## config.mk

```make
export PLATFORM = sky130hd
export DESIGN_NAME = pace_sequencer
export DESIGN_NICKNAME = d
export VERILOG_FILES = /design/src/rtl/pace_sequencer.sv
export SDC_FILE = /design/constraint.sdc
export NUM_CORES = 1
export LEC_CHECK = 0
export CAP_MARGIN = 20
export CORE_UTILIZATION = 60
export CTS_BUF_LIST = sky130_fd_sc_hd__clkbuf_4
export DETAILED_ROUTE_END_ITERATION = 16
export MAX_ROUTING_LAYER = met4
export PLACE_DENSITY = 0.89
export SYNTH_ARGS = -nofsm -noshare
export SYNTH_HDL_FRONTEND = slang
export SYNTH_SLANG_ARGS = --single-unit
export TNS_END_PERCENT = 10
```

## constraint.sdc

```tcl
create_clock -name clk -period 5.5 [get_ports clk]
set_input_delay 0.55 -clock clk [delete_from_list [all_inputs] [get_ports clk]]
set_output_delay 0.55 -clock clk [all_outputs]
set_load 0.05 [all_outputs]
```

## src/rtl/pace_sequencer.sv

```systemverilog
// Demand-pacing timing controller: refractory/alert/pace sequencing with
// shadowed runtime configuration and a synchronized intrinsic-beat input.
module pace_sequencer #(
    parameter int CNT_W      = 16,
    parameter int DEF_LRI    = 1000,
    parameter int DEF_RP     = 250,
    parameter int DEF_PW     = 2,
    parameter int HYST_TICKS = 0
) (
    input  logic             clk,
    input  logic             rst_n,
    input  logic             tick,
    input  logic             enable,
    input  logic             heartbeat_in,
    input  logic             cfg_we,
    input  logic [CNT_W-1:0] cfg_lri,
    input  logic [CNT_W-1:0] cfg_rp,
    input  logic [7:0]       cfg_pw,
    output logic             pace_out,
    output logic             sense_evt,
    output logic             cfg_err,
    output logic [1:0]       state_o,
    output logic [15:0]      pace_cnt
);

    typedef enum logic [1:0] {
        IDLE    = 2'd0,
        REFRACT = 2'd1,
        ALERT   = 2'd2,
        PACE    = 2'd3
    } state_t;

    state_t state, state_nxt;

    logic             sync1, sync2, sync2_d;
    logic             sense_edge;
    logic [CNT_W-1:0] timer, t_inc;
    logic [CNT_W-1:0] sh_lri, sh_rp, ac_lri, ac_rp;
    logic [7:0]       sh_pw, ac_pw;
    logic             last_sensed;
    logic [CNT_W:0]   esc;
    logic             cfg_ok;
    logic             pace_start, sense_acc, timer_clr;

    assign sense_edge = sync2 & ~sync2_d;
    assign state_o    = state;

    // Comparisons use the post-tick timer value so an interval of N ticks
    // expires on the clock that carries the Nth tick.
    assign t_inc = (tick && (timer != {CNT_W{1'b1}})) ? timer + CNT_W'(1) : timer;

    assign esc = {1'b0, ac_lri} + (last_sensed ? (CNT_W+1)'(HYST_TICKS) : '0);

    assign cfg_ok = (cfg_lri != '0) && (cfg_pw != '0) &&
                    (({1'b0, cfg_rp} + (CNT_W+1)'(cfg_pw)) < {1'b0, cfg_lri});

    always_comb begin
        state_nxt  = state;
        pace_start = 1'b0;
        sense_acc  = 1'b0;
        timer_clr  = 1'b0;
        case (state)
            IDLE: begin
                if (enable) begin
                    state_nxt = REFRACT;
                    timer_clr = 1'b1;
                end
            end
            REFRACT: begin
                if (!enable)              state_nxt = IDLE;
                else if (t_inc >= ac_rp)  state_nxt = ALERT;
            end
            ALERT: begin
                if (!enable) begin
                    state_nxt = IDLE;
                end else if (sense_edge) begin
                    sense_acc = 1'b1;
                    timer_clr = 1'b1;
                    state_nxt = REFRACT;
                end else if ({1'b0, t_inc} >= esc) begin
                    pace_start = 1'b1;
                    timer_clr  = 1'b1;
                    state_nxt  = PACE;
                end
            end
            PACE: begin
                // Timer keeps running on exit: refractory counts from pace start.
                if (t_inc >= CNT_W'(ac_pw))
                    state_nxt = enable ? REFRACT : IDLE;
            end
            default: state_nxt = IDLE;
        endcase
    end

    always_ff @(posedge clk or negedge rst_n) begin
        if (!rst_n) begin
            state       <= IDLE;
            sync1       <= 1'b0;
            sync2       <= 1'b0;
            sync2_d     <= 1'b0;
            timer       <= '0;
            sh_lri      <= CNT_W'(DEF_LRI);
            sh_rp       <= CNT_W'(DEF_RP);
            sh_pw       <= 8'(DEF_PW);
            ac_lri      <= CNT_W'(DEF_LRI);
            ac_rp       <= CNT_W'(DEF_RP);
            ac_pw       <= 8'(DEF_PW);
            last_sensed <= 1'b0;
            pace_out    <= 1'b0;
            sense_evt   <= 1'b0;
            cfg_err     <= 1'b0;
            pace_cnt    <= '0;
        end else begin
            state     <= state_nxt;
            sync1     <= heartbeat_in;
            sync2     <= sync1;
            sync2_d   <= sync2;
            timer     <= timer_clr ? '0 : t_inc;
            pace_out  <= (state_nxt == PACE);
            sense_evt <= sense_acc;
            cfg_err   <= cfg_we & ~cfg_ok;
            pace_cnt  <= pace_cnt + 16'(pace_start);

            if (cfg_we && cfg_ok) begin
                sh_lri <= cfg_lri;
                sh_rp  <= cfg_rp;
                sh_pw  <= cfg_pw;
            end

            // Active copy takes the shadow as it stood before this edge, so a
            // write coinciding with an event lands at the following event.
            if ((state == IDLE) || pace_start || sense_acc) begin
                ac_lri <= sh_lri;
                ac_rp  <= sh_rp;
                ac_pw  <= sh_pw;
            end

            if (sense_acc)       last_sensed <= 1'b1;
            else if (pace_start) last_sensed <= 1'b0;
        end
    end

endmodule

```

==> results.sh <==
export IMPL_avgSynthCellArea_um2=11.5
export IMPL_area_delta_synth_final_pct=15.5
export IMPL_grt_pass1_wl_um=24000
export IMPL_dr_pass1_iters=4
export IMPL_root_buffer="clkbuf_4"
export IMPL_clkTransAtPathRegs_ns=0.11
export IMPL_post_dp_cell_area_um2=7830
export IMPL_multi_input_area_um2=3670
export IMPL_finalInstanceArea_um2=8090
export IMPL_layout_drive_gt1_share=0.161
export IMPL_async_flop_share=1.00
export IMPL_synth_edf_count=0
export IMPL_clock_skew_ns=0.0159
export IMPL_status="complete, no violations"
export IMPL_use_met1=0.337
export IMPL_finalCriticalPeriod_ns=4.73
export IMPL_gp_congestion=0.935
export IMPL_post_drt_wl_per_cell_um=17.2
export IMPL_syn_inst=609
export IMPL_arrival_ns=5.13
export IMPL_grt_busiest_layer="met2"
export IMPL_finalCritPeriodShare=0.860
export IMPL_grt_pass1_vias=4874
export IMPL_cts_tree="done"
export IMPL_slew_viol_final=0
export IMPL_worst_setup_path_end_kind="register"
export IMPL_worstPathMaxFanout=25
export IMPL_ff_latch_area_um2=3040
export IMPL_antenna_found_initial=0
export IMPL_setup_violations=0
export IMPL_drtIter0Drc=232
export IMPL_drc=0
export IMPL_syn_num_nets=722
export IMPL_cts_made_buffers=17
export IMPL_hold_class="input port to asynchronous set/reset pin"
export IMPL_die_area_um2=12100
export IMPL_vias=4860
export IMPL_rsz0062_at_grt="false"
export IMPL_clk_latency_ns=0.51
export IMPL_initial_utilization=0.614
export IMPL_portBuffers=66
export IMPL_ctsLongestPathBuffers=2
export IMPL_final_common_cell="dfrtp_1"
export IMPL_die_h_um=110
export IMPL_vias_per_cell=5.76
export IMPL_ant_nets=0
export IMPL_grt_overflow_total=0
export IMPL_dpl_hpwl_um=11100
export IMPL_worst_slew_margin_rel=0.484
export IMPL_ir_worst_vdd_mv=0.149
export IMPL_grtUsageMet3=0.0464
export IMPL_cp_required_ns=5.90
export IMPL_cts_resized=0
export IMPL_leakage_nw=3.93
export IMPL_post_cts_buffers=0
export IMPL_hold_buffers=0
export IMPL_grt_max_degree=68
export IMPL_power_density_nw_per_um2=294
export IMPL_drv_cap=0
export IMPL_yosys_most_used_dff="dfrtp_1"
export IMPL_fin_tns_setup_ns=0
export IMPL_netlist_area_um2=7010
export IMPL_htreeDepth=4
export IMPL_drt_total_wl_um=14600
export IMPL_hold_violations=0
export IMPL_dieWidth_um=110
export IMPL_synth_seq_cells=120
export IMPL_coreArea_um2=11400
export IMPL_max_slew_worst_pin_slew_ns=0.774
export IMPL_max_freq_mhz=212
export IMPL_yosysWarnings=0
export IMPL_synth_cell_types=60
export IMPL_use_met2=0.442
export IMPL_fin_nets=801
export IMPL_criticalPathCategory="input port to register"
export IMPL_rows=39
export IMPL_startpoint_type="input port"
export IMPL_antenna_cells=0
export IMPL_final_cell_mix="dfrtp_1, ha_1, clkdlybuf4s50_1"
export IMPL_ys_seq_area_frac=0.433
export IMPL_io_pins=67
export IMPL_grtUsageTotal=0.271
export IMPL_nFillCells=795
export IMPL_cts_num_sinks=120
[path summary, 6_finish.rpt]
path | depth (start not counted) | startpoint | slack (ns) | end
setup / recovery | 16 | cfg_rp[0] | 0.77 | sh_pw[5]
hold / removal | 1 | rst_n | 0.07 | timer[1]
setup reg to reg | 19 | timer[0] | 1.13 | pace_cnt[14]
hold reg to reg | 0 | sync1 | 0.38 | sync2
max in group asynchronous | 2 | rst_n | 4.20 | ac_lri[10]
min in group clk | 0 | sync1 | 0.38 | sync2
[routing by layer]
metal  vias up  part of all wire
met5         -                 0
met1      2367              0.45
met3        31             0.036
met4         0             0.022
li1       2328                 -
met2       134              0.49
[registers in the layout (all words and copies together) (netlist names)]
| register | cells |
|---|---|
| ac_lri | 16 |
| ac_rp | 16 |
| pace_cnt | 16 |
| sh_lri | 16 |
| sh_rp | 16 |
| timer | 16 |
| ac_pw | 8 |
| sh_pw | 8 |
| state_o | 2 |
| cfg_err | 1 |
| pace_out | 1 |
| sense_evt | 1 |
| sync1 | 1 |
| sync2 | 1 |
| sync2_d | 1 |
[stage by stage]
step	hold WS, ns	instances	setup slack [ns]	util	total power [mW]
floorplan	0.254	609	1.63	-	1.57
global placement	0.337	812	0.572	0.686	1.74
detailed placement	0.361	812	0.370	0.686	1.79
CTS	0.0753	844	0.933	0.709	2.39
global route	0.0999	844	0.749	0.709	2.52
finish	0.0702	844	0.772	0.709	2.38
[worst max-delay path: stages]
cell and delay, ns:
clkdlybuf4s50_1 0.46, ha_1 0.26, fa_1 0.44, a211oi_2 0.26, o21ai_1 0.13, a31oi_2 0.38, nor2_1 0.11, xor2_1 0.15
ha_1 0.29, o21a_1 0.11, o21ai_0 0.34, o311ai_0 0.28, a41oi_2 0.31, nand4_4 0.39, buf_12 0.33, mux2_4 0.32
[cell type report]
cell class,count,share of cell area
Clock inverter,11,0.0131
Sequential cell,120,0.375
Multi-Input combinational cell,414,0.453
Timing Repair Buffer,71,0.0875
Tap cell,143,0.0221
Inverter,64,0.0297
Clock buffer,21,0.0195
[cell usage after synthesis, types with 3 or more instances]
library cell / count / share of area
dfrtp_1: 94 / 0.34
ha_1: 66 / 0.12
inv_1: 63 / 0.034
mux2_1: 41 / 0.066
mux2_4: 40 / 0.086
dfstp_2: 26 / 0.097
xnor2_1: 26 / 0.032
nor2_1: 24 / 0.013
nand2_1: 22 / 0.012
nand3_1: 16 / 0.011
nand4_1: 15 / 0.013
o21ai_0: 15 / 0.011
a21o_1: 14 / 0.015
a21oi_1: 13 / 0.0093
nor2b_1: 13 / 0.012
xor2_1: 13 / 0.016
nand2b_1: 9 / 0.0080
and3_1: 7 / 0.0062
nor4_1: 7 / 0.0062
nor3_1: 6 / 0.0043
o21a_1: 6 / 0.0064
a211oi_1: 5 / 0.0054
and4_1: 5 / 0.0062
buf_2: 4 / 0.0029
buf_6: 4 / 0.0064
a211o_1: 3 / 0.0037
a221oi_1: 3 / 0.0037
clkbuf_1: 3 / 0.0016
mux2i_1: 3 / 0.0043
nand3b_1: 3 / 0.0032
o2111ai_1: 3 / 0.0037
o21ai_1: 3 / 0.0021
[cells by family (layout without fill, tap and decap cells)]
group                      count (synthesis)  in the layout  share of synthesized area
xor gates and xnor gates                  39             39                     0.0487
DFF                                      120            120                      0.433
buffers and inverters                     75            167                     0.0452
muxes                                     86             86                      0.159
AOI/OAI and AO/OA                         82             82                     0.0830
and+or+nand+nor                          140            140                      0.110
adders and majority gates                 67             67                      0.121
[power by group]
part	internal (mW)	total [mW]	leakage (nW)	switching, mW
sequential	1.06	1.18	1.45	0.113
combinational	0.320	0.614	2.34	0.294
clock	0.282	0.592	0.146	0.310
Note: power is estimated with default switching activity, not from simulation.
